File: src/rtl/fft_pkg.sv
// Shared types and helpers for the R22SDF FFT stages: FSM encodings and complex word handling.
// Complex words are packed {real, imag}; helpers widen each half to a signed cval_t.
package fft_pkg;

  localparam int HMAX = 32;

  typedef logic signed [HMAX:0] cval_t;
  typedef logic [2*HMAX-1:0]    word_t;

  typedef struct packed {
    cval_t re;
    cval_t im;
  } cplx_t;

  typedef enum logic [2:0] {
    S_IDLE  = 3'd0,
    S_FILL  = 3'd1,
    S_CALC  = 3'd2,
    S_PASS  = 3'd3,
    S_FLUSH = 3'd4
  } state_t;

  function automatic int hwidth(input int dwidth);
    return dwidth / 2;
  endfunction

  // Sign-extend the low h bits of w into a full cval_t.
  function automatic cval_t sext(input word_t w, input int h);
    cval_t t;
    t = cval_t'(w);
    t = t <<< (HMAX + 1 - h);
    return t >>> (HMAX + 1 - h);
  endfunction

  function automatic cplx_t cplx_unpack(input word_t w, input int h);
    cplx_t c;
    c.re = sext(w >> h, h);
    c.im = sext(w, h);
    return c;
  endfunction

  function automatic word_t cplx_pack(input cplx_t c, input int h);
    word_t mask;
    mask = (word_t'(1) << h) - word_t'(1);
    return ((word_t'(c.re) & mask) << h) | (word_t'(c.im) & mask);
  endfunction

  // -j * (r + j i) = i - j r; the most negative value negates onto itself.
  function automatic cplx_t rot_mj(input cplx_t x, input int h);
    cplx_t r;
    r.re = x.im;
    if (x.re == -(cval_t'(1) <<< (h - 1))) r.im = x.re;
    else r.im = -x.re;
    return r;
  endfunction

endpackage

File: src/rtl/sdf_delay_line.sv
// Single-path delay-feedback buffer: a 2^DEPTH_LOG deep shift line that advances only when en is high.
module sdf_delay_line #(
  parameter int DWIDTH    = 32,
  parameter int DEPTH_LOG = 2
) (
  input  logic              clk,
  input  logic              reset,
  input  logic              en,
  input  logic [DWIDTH-1:0] i_data,
  output logic [DWIDTH-1:0] o_tail
);
  localparam int D = 1 << DEPTH_LOG;

  genvar gi;
  generate
    for (gi = 0; gi < D; gi++) begin : g_stage
      logic [DWIDTH-1:0] data_reg;
      logic [DWIDTH-1:0] data_next;
      if (gi == 0) begin : g_head
        assign data_next = i_data;
      end else begin : g_body
        assign data_next = g_stage[gi-1].data_reg;
      end
      always_ff @(posedge clk) begin
        if (reset) data_reg <= '0;
        else if (en) data_reg <= data_next;
      end
    end
  endgenerate

  assign o_tail = g_stage[D-1].data_reg;

endmodule

File: src/rtl/bf2ii.sv
// BF2II stage of the R22SDF FFT: butterflies each sample against the one D positions earlier, -j on quarter 3.
// Macro BF2II_SCALE_EN: halve each result (floor); when undefined, results saturate to HWIDTH bits.
module bf2ii
  import fft_pkg::*;
#(
  parameter int DWIDTH    = 32,
  parameter int DEPTH_LOG = 2
) (
  input  logic              clk,
  input  logic              reset,
  input  logic [DWIDTH-1:0] i_data,
  input  logic              i_valid,
  output logic              o_ready,
  output logic [DWIDTH-1:0] o_data,
  output logic              o_valid
);
  localparam int HWIDTH = hwidth(DWIDTH);
  localparam logic [DEPTH_LOG-1:0] LO_LAST = '1;

  state_t               state_reg;
  logic [DEPTH_LOG+1:0] r_idx;
  logic [1:0]           q;
  logic [DEPTH_LOG-1:0] lo;
  logic [DWIDTH-1:0]    m_word;
  logic [DWIDTH-1:0]    sum_word;
  logic [DWIDTH-1:0]    diff_word;
  logic [DWIDTH-1:0]    buf_in;
  logic                 buf_en;
  cplx_t                x;
  cplx_t                xr;
  cplx_t                m;
  cplx_t                sum_c;
  cplx_t                diff_c;

  assign q       = r_idx[DEPTH_LOG+1:DEPTH_LOG];
  assign lo      = r_idx[DEPTH_LOG-1:0];
  assign o_ready = (state_reg != S_FLUSH);

  function automatic cval_t post(input cval_t v);
`ifdef BF2II_SCALE_EN
    return v >>> 1;
`else
    if (v > (cval_t'(1) <<< (HWIDTH - 1)) - cval_t'(1))
      return (cval_t'(1) <<< (HWIDTH - 1)) - cval_t'(1);
    if (v < -(cval_t'(1) <<< (HWIDTH - 1)))
      return -(cval_t'(1) <<< (HWIDTH - 1));
    return v;
`endif
  endfunction

  always_comb begin
    x  = cplx_unpack(word_t'(i_data), HWIDTH);
    m  = cplx_unpack(word_t'(m_word), HWIDTH);
    xr = x;
    if (state_reg == S_CALC && q == 2'd3) xr = rot_mj(x, HWIDTH);
    sum_c.re  = post(m.re + xr.re);
    sum_c.im  = post(m.im + xr.im);
    diff_c.re = post(m.re - xr.re);
    diff_c.im = post(m.im - xr.im);
    sum_word  = DWIDTH'(cplx_pack(sum_c, HWIDTH));
    diff_word = DWIDTH'(cplx_pack(diff_c, HWIDTH));
  end

  // Raw samples enter the line while filling/passing, diffs while calculating, zeros while flushing.
  assign buf_en = (i_valid && o_ready) || (state_reg == S_FLUSH);

  always_comb begin
    buf_in = i_data;
    if (state_reg == S_CALC) buf_in = diff_word;
    else if (state_reg == S_FLUSH) buf_in = '0;
  end

  sdf_delay_line #(
    .DWIDTH   (DWIDTH),
    .DEPTH_LOG(DEPTH_LOG)
  ) u_line (
    .clk   (clk),
    .reset (reset),
    .en    (buf_en),
    .i_data(buf_in),
    .o_tail(m_word)
  );

  always_ff @(posedge clk) begin
    if (reset) begin
      state_reg <= S_IDLE;
      r_idx     <= '0;
      o_data    <= '0;
      o_valid   <= 1'b0;
    end else begin
      o_valid <= 1'b0;
      case (state_reg)
        S_IDLE, S_FILL: begin
          if (i_valid) begin
            r_idx     <= r_idx + 1'b1;
            state_reg <= (lo == LO_LAST) ? S_CALC : S_FILL;
          end
        end
        S_CALC: begin
          if (i_valid) begin
            r_idx   <= r_idx + 1'b1;
            o_data  <= sum_word;
            o_valid <= 1'b1;
            if (lo == LO_LAST) state_reg <= S_PASS;
          end
        end
        S_PASS: begin
          if (i_valid) begin
            r_idx   <= r_idx + 1'b1;
            o_data  <= m_word;
            o_valid <= 1'b1;
            if (lo == LO_LAST) state_reg <= S_CALC;
          end else if (lo == '0) begin
            // A gap at a block boundary ends the stream: drain the stored diffs.
            state_reg <= S_FLUSH;
            r_idx     <= '0;
          end
        end
        S_FLUSH: begin
          o_data  <= m_word;
          o_valid <= 1'b1;
          r_idx   <= r_idx + 1'b1;
          if (lo == LO_LAST) begin
            state_reg <= S_IDLE;
            r_idx     <= '0;
          end
        end
        default: state_reg <= S_IDLE;
      endcase
    end
  end

endmodule
File: config.mk
export PLATFORM = sky130hd
export DESIGN_NAME = bf2ii
export DESIGN_NICKNAME = d
export VERILOG_FILES = /design/src/rtl/fft_pkg.sv /design/src/rtl/sdf_delay_line.sv /design/src/rtl/bf2ii.sv
export SDC_FILE = /design/constraint.sdc
export NUM_CORES = 1
export LEC_CHECK = 0
export CAP_MARGIN = 20
export CORE_MARGIN = 2
export CORE_UTILIZATION = 40
export CTS_CLUSTER_DIAMETER = 60
export DETAILED_ROUTE_END_ITERATION = 8
export PLACE_DENSITY = 0.68
export SYNTH_ARGS = -nofsm -noshare
export SYNTH_HDL_FRONTEND = slang
export SYNTH_HIERARCHICAL = 1
export SYNTH_SLANG_ARGS = --single-unit
File: constraint.sdc
create_clock -name clk -period 9.2 [get_ports clk]
set_input_delay 0.92 -clock clk [delete_from_list [all_inputs] [get_ports clk]]
set_output_delay 0.92 -clock clk [all_outputs]
set_load 0.03 [all_outputs]
* Word level (Yosys, flattened, before mapping)
Index checks and enable logic that the tools add are counted.
W data, S select, Z words.
** Word-level totals
- Register bits :: 168
- Input bits :: 35
- Word-level logic and storage cells :: 104
** Operators by class
- Equality and inequality tests :: 16
- Bitwise logic cells :: 2
- Reduce and logical (&&, ||, !) cells :: 13
- $lt $le $gt $ge :: 8
- Multiplexer cells :: 51
- Add/sub/neg operators :: 6
** Operators by type and width (count)
- $mux W16 :: 16
- $gt A33 B16 Y1 const B :: 4
- $lt A33 B16 Y1 const B :: 4
- $mux W32 :: 4
- $pmux W32 S3 :: 1
- $add A16 B33 Y33 :: 2
- $mux W66 :: 1
- $sub A16 B33 Y33 :: 2
- $or A32 B16 Y32 :: 2
- $mux W33 :: 1
- $neg A16 Y33 :: 1
- $mux W3 :: 7
- $eq A16 B16 Y1 const B :: 1
- $mux W4 :: 4
- $mux W1 :: 13
- $pmux W3 S4 :: 1
- $pmux W4 S3 :: 1
- $ne A3 B3 Y1 const B :: 3
- $eq A3 B2 Y1 const B :: 2
- $ne A2 B1 Y1 const B :: 3
- $ne A2 B2 Y1 const B :: 3
- $reduce_and A3 Y1 :: 2
- $reduce_and A6 Y1 :: 1
- $reduce_bool A3 Y1 :: 2
- other kinds (12) :: 15

* Longest topological paths before layout
Gate-level depths: netlist of run 1.
- Depth in word-level cells :: 12
- Mapped depth :: 31
- Depth with buffers taken out :: 27

* Hierarchy
The synthesis of run 1 kept the hierarchy.
** By module, submodules not included
- bf2ii :: cells an instance 1334, area an instance 9278.9 um^2, times used 1, sequential area each 800.8 um^2
- sdf_delay_line :: cells an instance 412, area an instance 4652.0 um^2, times used 1, sequential area each 2562.5 um^2

* Worst setup path after synthesis of run 1
Ideal clock, no wire load.
- Kind :: input -> register
- Start :: input port i_data[16]
- End :: register u_line.g_stage[0].data_reg[14]
- Buffers on the path :: 3
- Stages on the path :: 27
- Path slack :: 3228 ps
- Required time :: 9083 ps
- Arrival :: 5855 ps
- Path through :: inv_1 > ha_1 > or2b_1 > nor4_4 > and3_2 > clkbuf_1 > nor2_1 > nor3_1 > xnor2_1 > nand2_1 > nand2_1 > ha_1 > buf_2 > inv_1 > nand3_1 > a2111oi_2 > o21ai_1 > a311oi_2 > o22a_1 > xnor2_1 > nand4_1 > nor3_1 > a41oi_4 > buf_6 > a221o_2 > mux2i_1 > nor2_1
** On the way
- Cells in the longest elaborated chain, start to end :: 11
** Ends and longest elaborated chain
- start: declaration :: line bf2ii.sv:11 : input logic [DWIDTH-1:0] i_data,
- $neg A16 Y33 / $eq A16 B16 Y1 (equally long branches) :: line fft_pkg.sv:53, fft_pkg.sv:52
- $mux W33 (*) :: line fft_pkg.sv:52 : if (x.re == -(cval_t'(1) <<< (h - 1))) r.im = x.re;
- $mux W66 (*) :: line bf2ii.sv:55 : if (state_reg == S_CALC && q == 2'd3) xr = rot_mj(x, HWIDTH);
- $sub A16 B33 Y33 (*) :: line bf2ii.sv:59 : diff_c.im = post(m.im - xr.im);
- $lt A33 B16 Y1 :: line bf2ii.sv:45 : if (v < -(cval_t'(1) <<< (HWIDTH - 1)))
- $mux W1 (2 in a row) :: line bf2ii.sv:45
- $mux W16 :: line bf2ii.sv:47 : return v;
- $mux W16 (*) :: line bf2ii.sv:45
- $or A32 B16 Y32 (*) :: line fft_pkg.sv:45 : return ((word_t'(c.re) & mask) << h) | (word_t'(c.im) & mask);
- $mux W32 (*) :: line bf2ii.sv:69 : if (state_reg == S_CALC) buf_in = diff_word;
- named net buf_in[14] :: line bf2ii.sv:27 : logic [DWIDTH-1:0] buf_in;
- end signal: assignment :: line sdf_delay_line.sv:26 : else if (en) data_reg <= data_next;
- end: declaration :: line sdf_delay_line.sv:17 : logic [DWIDTH-1:0] data_reg;
The timed path passes the listed nets; every way through them passes the cells marked *. The select of a mux whose other input is x is not followed.
A chain may end at the register's enable or synchronous reset.

* Worst setup path in the final report of run 1
- Start :: input port i_data[21]
- End :: register u_line.g_stage[0].data_reg[14]
The elaborated chain is that of the path after synthesis.

==> impl_metrics.py, run 1 <==
metrics = {
    "outcome": {
        "outcome": "finished clean",
    },
    "place": {
        "place_inst": 2187,
        "place_hpwl_mm": 32.02,
        "globalplace.congestion": 0.9600,
        "port_buffers": 68,
    },
    "worst_hold_path": {
        "hold_depth": 2,
        "hp-class": "register to register",
    },
    "worst_setup_path": {
        "worstSetupPathType": "primary input to register",
        "ff2ff_path_depth": 28,
        "crit_chain": "clkdlybuf4s50_1 > or4_4 > nor4b_1 > nand2_1 > a21oi_1 > o21ai_1 > ha_1 > inv_1 > nand3_1 > nor4_1 > o21ai_1 > a311oi_2 > o221a_2 > nor4_1 > a311oi_1 > nand2b_4 > o21ai_2 > a221o_2 > mux2i_1 > nor2_1",
        "crit_path_end_kind": "register",
        "crit_family": "compound AO/OA/AOI/OAI gates",
        "cp_data_arrival_time_ps": 7730,
        "cp-start-kind": "primary input",
        "max_stage_delay_ps": 690,
        "critPathRequiredTime_ps": 9470,
        "crit_cells": 20,
        "cp_max_fo": 14,
        "critical_path.slowest_cell": "a311oi_1",
        "cp_num_buf_inv": 2,
    },
    "yosys": {
        "synth_top_family_by_area": "compound AO/OA/AOI/OAI gates",
        "yosysMostFrequentCell": "nor2_1",
        "synth_edf_count": 0,
        "synthAdderAreaFrac_pct": 11.57,
        "yosysUniqueCellTypes": 102,
        "yosys-top-cells-area": "dfxtp_1 (24%), ha_1 (10%), mux2i_1 (9.3%), nor2_1 (6.2%), nand2_1 (4.6%)",
        "synth_seq_cells": 168,
        "netlist_top_cells_count": "nor2_1 (230), nand2_1 (170), dfxtp_1 (168), mux2i_1 (129), ha_1 (116)",
        "synth-compound-area-share_pct": 21.91,
        "synth-xor-area-share_pct": 5.263,
        "avgSynthCellArea_um2": 7.979,
        "async_flop_share_pct": 0,
        "postSynthCellCount": 1746,
        "ys_seq_area_share_pct": 24.14,
        "syn-num-nets": 1905,
        "synth.cell_area_mm2": 0.01393,
        "synthFlopType": "dfxtp_1",
        "synth-simple-area-share_pct": 20.16,
        "synthMuxAreaShare_pct": 9.350,
        "synth_top_area_cell": "dfxtp_1",
        "synth_top_area_share_pct": 24.14,
        "yosysWarnings": 6,
    },
    "power": {
        "comb_power_share_pct": 17.5,
        "cellLeakagePower_nw": 6.705,
        "seqPwrFrac_pct": 42.7,
        "p_int_w": 0.001256,
        "sw_frac_of_total_pct": 29.51,
        "clkPwrFrac_pct": 39.8,
        "ir_drop_mv": 0.1277,
        "power.density_mw_per_mm2": 117.1,
        "p_sw_w": 0.0005257,
    },
    "floorplan": {
        "core-area_mm2": 0.03446,
        "rows": 68,
        "ios": 69,
        "fp.dieArea_mm2": 0.03634,
        "initial_core_util_pct": 40.43,
        "die_w_um": 190.6,
        "die_y_um": 190.6,
    },
    "timing": {
        "period_share_pct": 81.05,
        "hold_violations": 0,
        "min_period_ps": 7457,
        "slew_headroom_pct": 33.89,
        "clock_skew_ps": 13.44,
        "rsz0062_at_grt": "no",
        "worst_pin_slew_ps": 991.6,
        "setup_viol": 0,
        "tns_ps": 0,
        "fmax_ghz": 0.1341,
        "slew_viol_final": 0,
    },
    "global_routing": {
        "grt_pass1_wl_mm": 66.17,
        "grt_util_all_layers_pct": 22.98,
        "overflow": 0,
        "grt_max_degree": 99,
        "grt_pass1_vias": 12100,
        "antenna_found_initial": 0,
    },
    "finish": {
        "fin_cells": 2219,
        "largest_register_ffs": 96,
        "diodes": 0,
        "syn_to_final_growth_pct": 9.251,
        "layout-drive-gt1-share_pct": 5.329,
        "nets": 1910,
    },
    "routing": {
        "drt_wl_total_mm": 42.21,
        "dr_total_vias": 12950,
        "via_per_inst": 5.834,
        "drc_errors": 0,
        "drt_iter0_markers": 969,
        "ant_nets": 0,
        "wl_per_cell_um": 19.02,
        "drtPass1Iterations": 5,
    },
    "clocking": {
        "h-tree-depth": 4,
        "cts_hold_buffers": 0,
        "cts_buffers": 17,
        "worstSkewPairLatency_ps": 440,
        "root_buffer": "clkbuf_16",
        "cts_resized": 0,
        "cts_setup_buffers": 0,
        "cts_tree": "built",
        "cts_sinks": 168,
        "cts_max_path_buffers": 2,
        "cts.clk_slew.worst_paths_ps": 70,
    },
    "job": {
        "drv_cap": 0,
    },
}
-- cells by family (layout without fill, tap and decap cells) --
group / Yosys count / count (layout)
and+or+nand+nor: 606 / 606
AOI/OAI and AO/OA: 430 / 430
buffers and inverters: 206 / 224
DFF: 168 / 168
muxes: 130 / 130
adders and majority gates: 124 / 124
xor gates and xnor gates: 82 / 82
-- worst register-to-register path, delay by kind of cell, from the launching register on --
kind / cells / cell delay [ps]
compound gates: 10 / 2410
fa+ha+maj: 3 / 1090
buf+inv: 2 / 420
flops: 1 / 440
mux: 1 / 130
simple gates: 12 / 2320
-- final timing paths --
check,start,end,slack [ps]
hold reg to reg,o_data[31],o_data[31],460
setup reg to reg,state_reg[1],u_line/g_stage[0].data_reg[29],2290
hold / removal,o_data[31],o_data[31],460
setup / recovery,i_data[21],u_line/g_stage[0].data_reg[14],1740
-- per-layer routing --
| metal | part of all wire (%) | vias to the layer above | track usage [%] | wire length [µm] |
|---|---|---|---|---|
| li1 | - | 6250 | - | - |
| met2 | 48 | 481 | 39.37 | 20070 |
| met3 | 5.9 | 84 | 2.871 | 2495 |
| met5 | 0 | - | 0 | 0 |
| met4 | 3.2 | 0 | 8.855 | 1361 |
| met1 | 43 | 6130 | 29.36 | 18280 |
-- cell usage in the layout, fill, tap and decap left out, types with 7 or more instances in the layout --
cell,n
a211oi_1,29
a21o_1,23
a21oi_1,91
a221o_1,10
a22o_1,16
a311oi_1,14
a31oi_1,17
and3_1,7
buf_4,12
clkbuf_16,17
clkdlybuf4s50_1,67
dfxtp_1,167
fa_1,8
ha_1,116
inv_1,110
mux2i_1,129
nand2_1,170
nand2b_1,11
nand3_1,34
nand4_1,13
nor2_1,229
nor2b_1,17
nor3_1,49
nor4_1,16
o211ai_1,26
o21a_1,8
o21ai_0,63
o21ai_1,8
o21bai_1,9
o22ai_1,29
o31ai_1,12
or3_1,17
xnor2_1,65
xor2_1,15
-- per-stage QoR --
step / setup WS [ps] / util (%) / power [W] / hold WS [ps] / cell area [µm²]
finish: 1743 / 44.17 / 0.001782 / 460.1 / 15220
floorplan: 3228 / - / 0.001006 / 460.1 / 13930
CTS: 1913 / 44.17 / 0.001791 / 467.7 / 15220
global placement: 1531 / 42.50 / 0.001080 / 447.0 / 14650
detailed placement: 1508 / 42.50 / 0.001083 / 459.9 / 14650
global route: 1305 / 44.17 / 0.001850 / 493.3 / 15220
-- cell type report --
cell class	instances	area, µm²
Multi-Input combinational cell	1372	9527
Inverter	113	424.2
Timing Repair Buffer	79	760.7
Clock inverter	12	117.6
Fill cell	3469	19240
Clock buffer	20	456.7
Tap cell	455	569.3
Sequential cell	168	3364
-- power groups by stage --
stage          Clock [W]  Combinational [W]  Sequential, W
2_1_floorplan          0           0.000233       0.000773
3_3_place_gp           0           0.000303       0.000777
3_5_place_dp           0           0.000306       0.000777
4_1_cts         0.000722           0.000308       0.000761
5_1_grt         0.000749           0.000339       0.000763
6_report        0.000709           0.000311       0.000761
No activity file was read; power rests on OpenSTA's default activity.
==> inputs of run 2 (changes only) <==
--- a/config.mk
+++ b/config.mk
@@ -10,7 +10,7 @@
 export CORE_UTILIZATION = 40
 export CTS_CLUSTER_DIAMETER = 60
 export DETAILED_ROUTE_END_ITERATION = 8
-export PLACE_DENSITY = 0.68
+export PLACE_DENSITY = 0.7
 export SYNTH_ARGS = -nofsm -noshare
 export SYNTH_HDL_FRONTEND = slang
 export SYNTH_HIERARCHICAL = 1
==> constraint.sdc (replaced) <==
create_clock -name clk -period 6.5 [get_ports clk]
set_input_delay 0.65 -clock clk [delete_from_list [all_inputs] [get_ports clk]]
set_output_delay 0.65 -clock clk [all_outputs]
set_load 0.03 [all_outputs]
==> impl_metrics.py, run 2 (same netlist as run 1, synthesis figures left out) <==
metrics = {
    "outcome": {
        "outcome": "finished clean",
    },
    "timing": {
        "fmax_ghz": 0.1654,
        "worst_pin_slew_ps": 1094,
        "period_share_pct": 93.00,
        "rsz0062_at_grt": "no",
        "tns_ps": 0,
        "timing.final.ws_setup_ps": 455.0,
        "clock_skew_ps": 8.874,
        "setup_viol": 0,
        "slew_headroom_pct": 26.31,
        "hold_violations": 0,
        "min_period_ps": 6045,
        "slew_viol_final": 0,
    },
    "clocking": {
        "cts_hold_buffers": 0,
        "root_buffer": "clkbuf_16",
        "cts_buffers": 17,
        "cts.clk_slew.worst_paths_ps": 70,
        "cts_tree": "built",
        "cts_sinks": 168,
        "h-tree-depth": 4,
        "worstSkewPairLatency_ps": 440,
        "cts_setup_buffers": 0,
        "cts_max_path_buffers": 2,
    },
    "place": {
        "place_hpwl_mm": 32.47,
        "port_buffers": 68,
        "globalplace.congestion": 0.9852,
        "pre_cts_ws_ps": 114.3,
    },
    "global_routing": {
        "antenna_found_initial": 0,
        "grt_pass1_wl_mm": 66.07,
        "grt_pass1_vias": 12200,
        "grt_util_all_layers_pct": 23.09,
        "grt_max_degree": 129,
        "overflow": 0,
    },
    "worst_setup_path": {
        "critical_path.slowest_cell": "a2111oi_2",
        "crit_path_end_kind": "register",
        "max_stage_delay_ps": 570,
        "crit_family": "compound AO/OA/AOI/OAI gates",
        "worstSetupPathType": "primary input to register",
        "reg2reg_to": "u_line/g_stage[0].data_reg[21]",
        "ff2ff_path_depth": 29,
        "cp_data_arrival_time_ps": 6350,
        "critPathRequiredTime_ps": 6800,
        "cp_max_fo": 15,
        "crit-reg2reg-launch": "state_reg[1]",
        "crit_chain": "clkdlybuf4s50_1 > inv_1 > ha_1 > or2b_1 > nor4_4 > and3_2 > a21oi_1 > xnor2_1 > nand2_1 > o21a_1 > ha_1 > nor3_4 > o21ai_1 > a2111oi_2 > o21ai_1 > a311oi_2 > o22a_1 > xnor2_1 > nand4_1 > nor3_1 > a41oi_4 > a221o_2 > mux2i_1 > nor2_1",
        "rrSetupSlack_ps": 530,
        "cp_num_buf_inv": 2,
        "cp-start-kind": "primary input",
    },
    "finish": {
        "diodes": 0,
        "layout_common_cells": "nor2_1 (229), nand2_1 (170), dfxtp_1 (167)",
        "fillers": 3455,
        "largest_register_ffs": 96,
        "ff_latch_area_mm2": 0.003364,
        "syn_to_final_growth_pct": 12.46,
        "layout-drive-gt1-share_pct": 8.200,
        "nets": 1964,
        "final_common_cell": "nor2_1",
        "multi_input_area_mm2": 0.009530,
    },
    "floorplan": {
        "core-area_mm2": 0.03446,
        "rows": 68,
        "fp.dieArea_mm2": 0.03634,
        "die_w_um": 190.6,
        "initial_core_util_pct": 40.43,
        "die_y_um": 190.6,
        "ios": 69,
    },
    "power": {
        "p_int_w": 0.001810,
        "seqPwrFrac_pct": 42.6,
        "comb_power_share_pct": 18.3,
        "power.density_mw_per_mm2": 161.6,
        "cellLeakagePower_nw": 6.984,
        "ir_drop_mv": 0.1891,
        "sw_frac_of_total_pct": 28.52,
        "clkPwrFrac_pct": 39.1,
        "p_sw_w": 0.0007220,
    },
    "worst_hold_path": {
        "holdPathEnd": "o_data[31]",
        "hp-class": "register to register",
        "worstHoldStart": "o_data[31]",
        "hold_depth": 2,
    },
    "routing": {
        "wl_per_cell_um": 18.61,
        "dr_total_vias": 13190,
        "drc_errors": 0,
        "ant_nets": 0,
        "via_per_inst": 5.806,
        "drt_iter0_markers": 1013,
        "drt_wl_total_mm": 42.29,
        "drtPass1Iterations": 5,
    },
    "job": {
        "drv_cap": 0,
    },
}
==> run 2: power groups by stage <==
stage / registers [W] / clock network (W) / logic (W)
after floorplan: 0.00109 / 0 / 0.000329
after global placement: 0.00110 / 0 / 0.000450
after detailed placement: 0.00110 / 0 / 0.000455
after CTS: 0.00108 / 0.00101 / 0.000457
after global routing: 0.00108 / 0.00105 / 0.000503
final: 0.00108 / 0.000991 / 0.000462
==> run 2: worst reg2reg max path, delay by kind of cell, from the launching register on <==
kind / cells / cell delay [ps]
DFF: 1 / 430
AOI/OAI and AO/OA: 10 / 1950
and+or+nand+nor: 12 / 1870
adders and majority gates: 3 / 1100
muxes: 1 / 120
buffers and inverters: 3 / 450
==> run 2: area by class of cell <==
cell class	instances	area share [%]
Sequential cell	168	21.48
Tap cell	455	3.634
Timing Repair Buffer	133	7.683
Inverter	113	2.707
Clock inverter	9	0.5750
Clock buffer	22	3.091
Multi-Input combinational cell	1372	60.83
==> run 2: metrics by stage <==
| stage | hold WS (ps) | utilization [%] | cell area [µm²] | cells | total power (W) |
|---|---|---|---|---|---|
| final | 464.1 | 45.46 | 15670 | 2272 | 0.002532 |
| after global routing | 500.8 | 45.46 | 15670 | 2272 | 0.002631 |
| after CTS | 461.0 | 45.43 | 15650 | 2272 | 0.002545 |
| after detailed placement | 451.1 | 43.76 | 15080 | 2241 | 0.001556 |
| after global placement | 447.8 | 43.76 | 15080 | 2241 | 0.001550 |
| after floorplan | 460.1 | - | 13930 | 1746 | 0.001424 |
==> run 2: repair_timing <==
item / CTS / global route
endpoints found under the hold margin: 0 / 0
gates resized for setup: 0 / 3
endpoints found under the setup margin: 0 / 14
==> run 2: metal layers <==
| metal | vias to the layer above | share of wire, % | global-route usage, % |
|---|---|---|---|
| met5 | - | 0 | 0 |
| met4 | 0 | 3.9 | 10.70 |
| met3 | 91 | 5.9 | 3.589 |
| met2 | 421 | 47 | 38.22 |
| met1 | 6322 | 43 | 29.43 |
| li1 | 6358 | - | - |
==> run 2: how the worst max path moves through the flow <==
stage                       startpoint                              to  slack (ps)  cells after the start
after floorplan             i_data[16]  u_line/g_stage[0].data_reg[14]         800                     27
after CTS                 state_reg[1]  u_line/g_stage[0].data_reg[14]         450                     20
final                       i_data[17]   u_line/g_stage[0].data_reg[2]         450                     24
after global routing        i_data[17]  u_line/g_stage[0].data_reg[11]          80                     25
after global placement      i_data[16]  u_line/g_stage[0].data_reg[14]         240                     25
after detailed placement    i_data[17]  u_line/g_stage[0].data_reg[14]         110                     25
==> inputs of run 3 (changes only) <==
--- a/config.mk
+++ b/config.mk
@@ -5,7 +5,6 @@
 export SDC_FILE = /design/constraint.sdc
 export NUM_CORES = 1
 export LEC_CHECK = 0
-export CAP_MARGIN = 20
 export CORE_MARGIN = 2
 export CORE_UTILIZATION = 40
 export CTS_CLUSTER_DIAMETER = 60
==> results of run 3 <==
No change in the layout: final DEF, timing and power equal those of run 2.
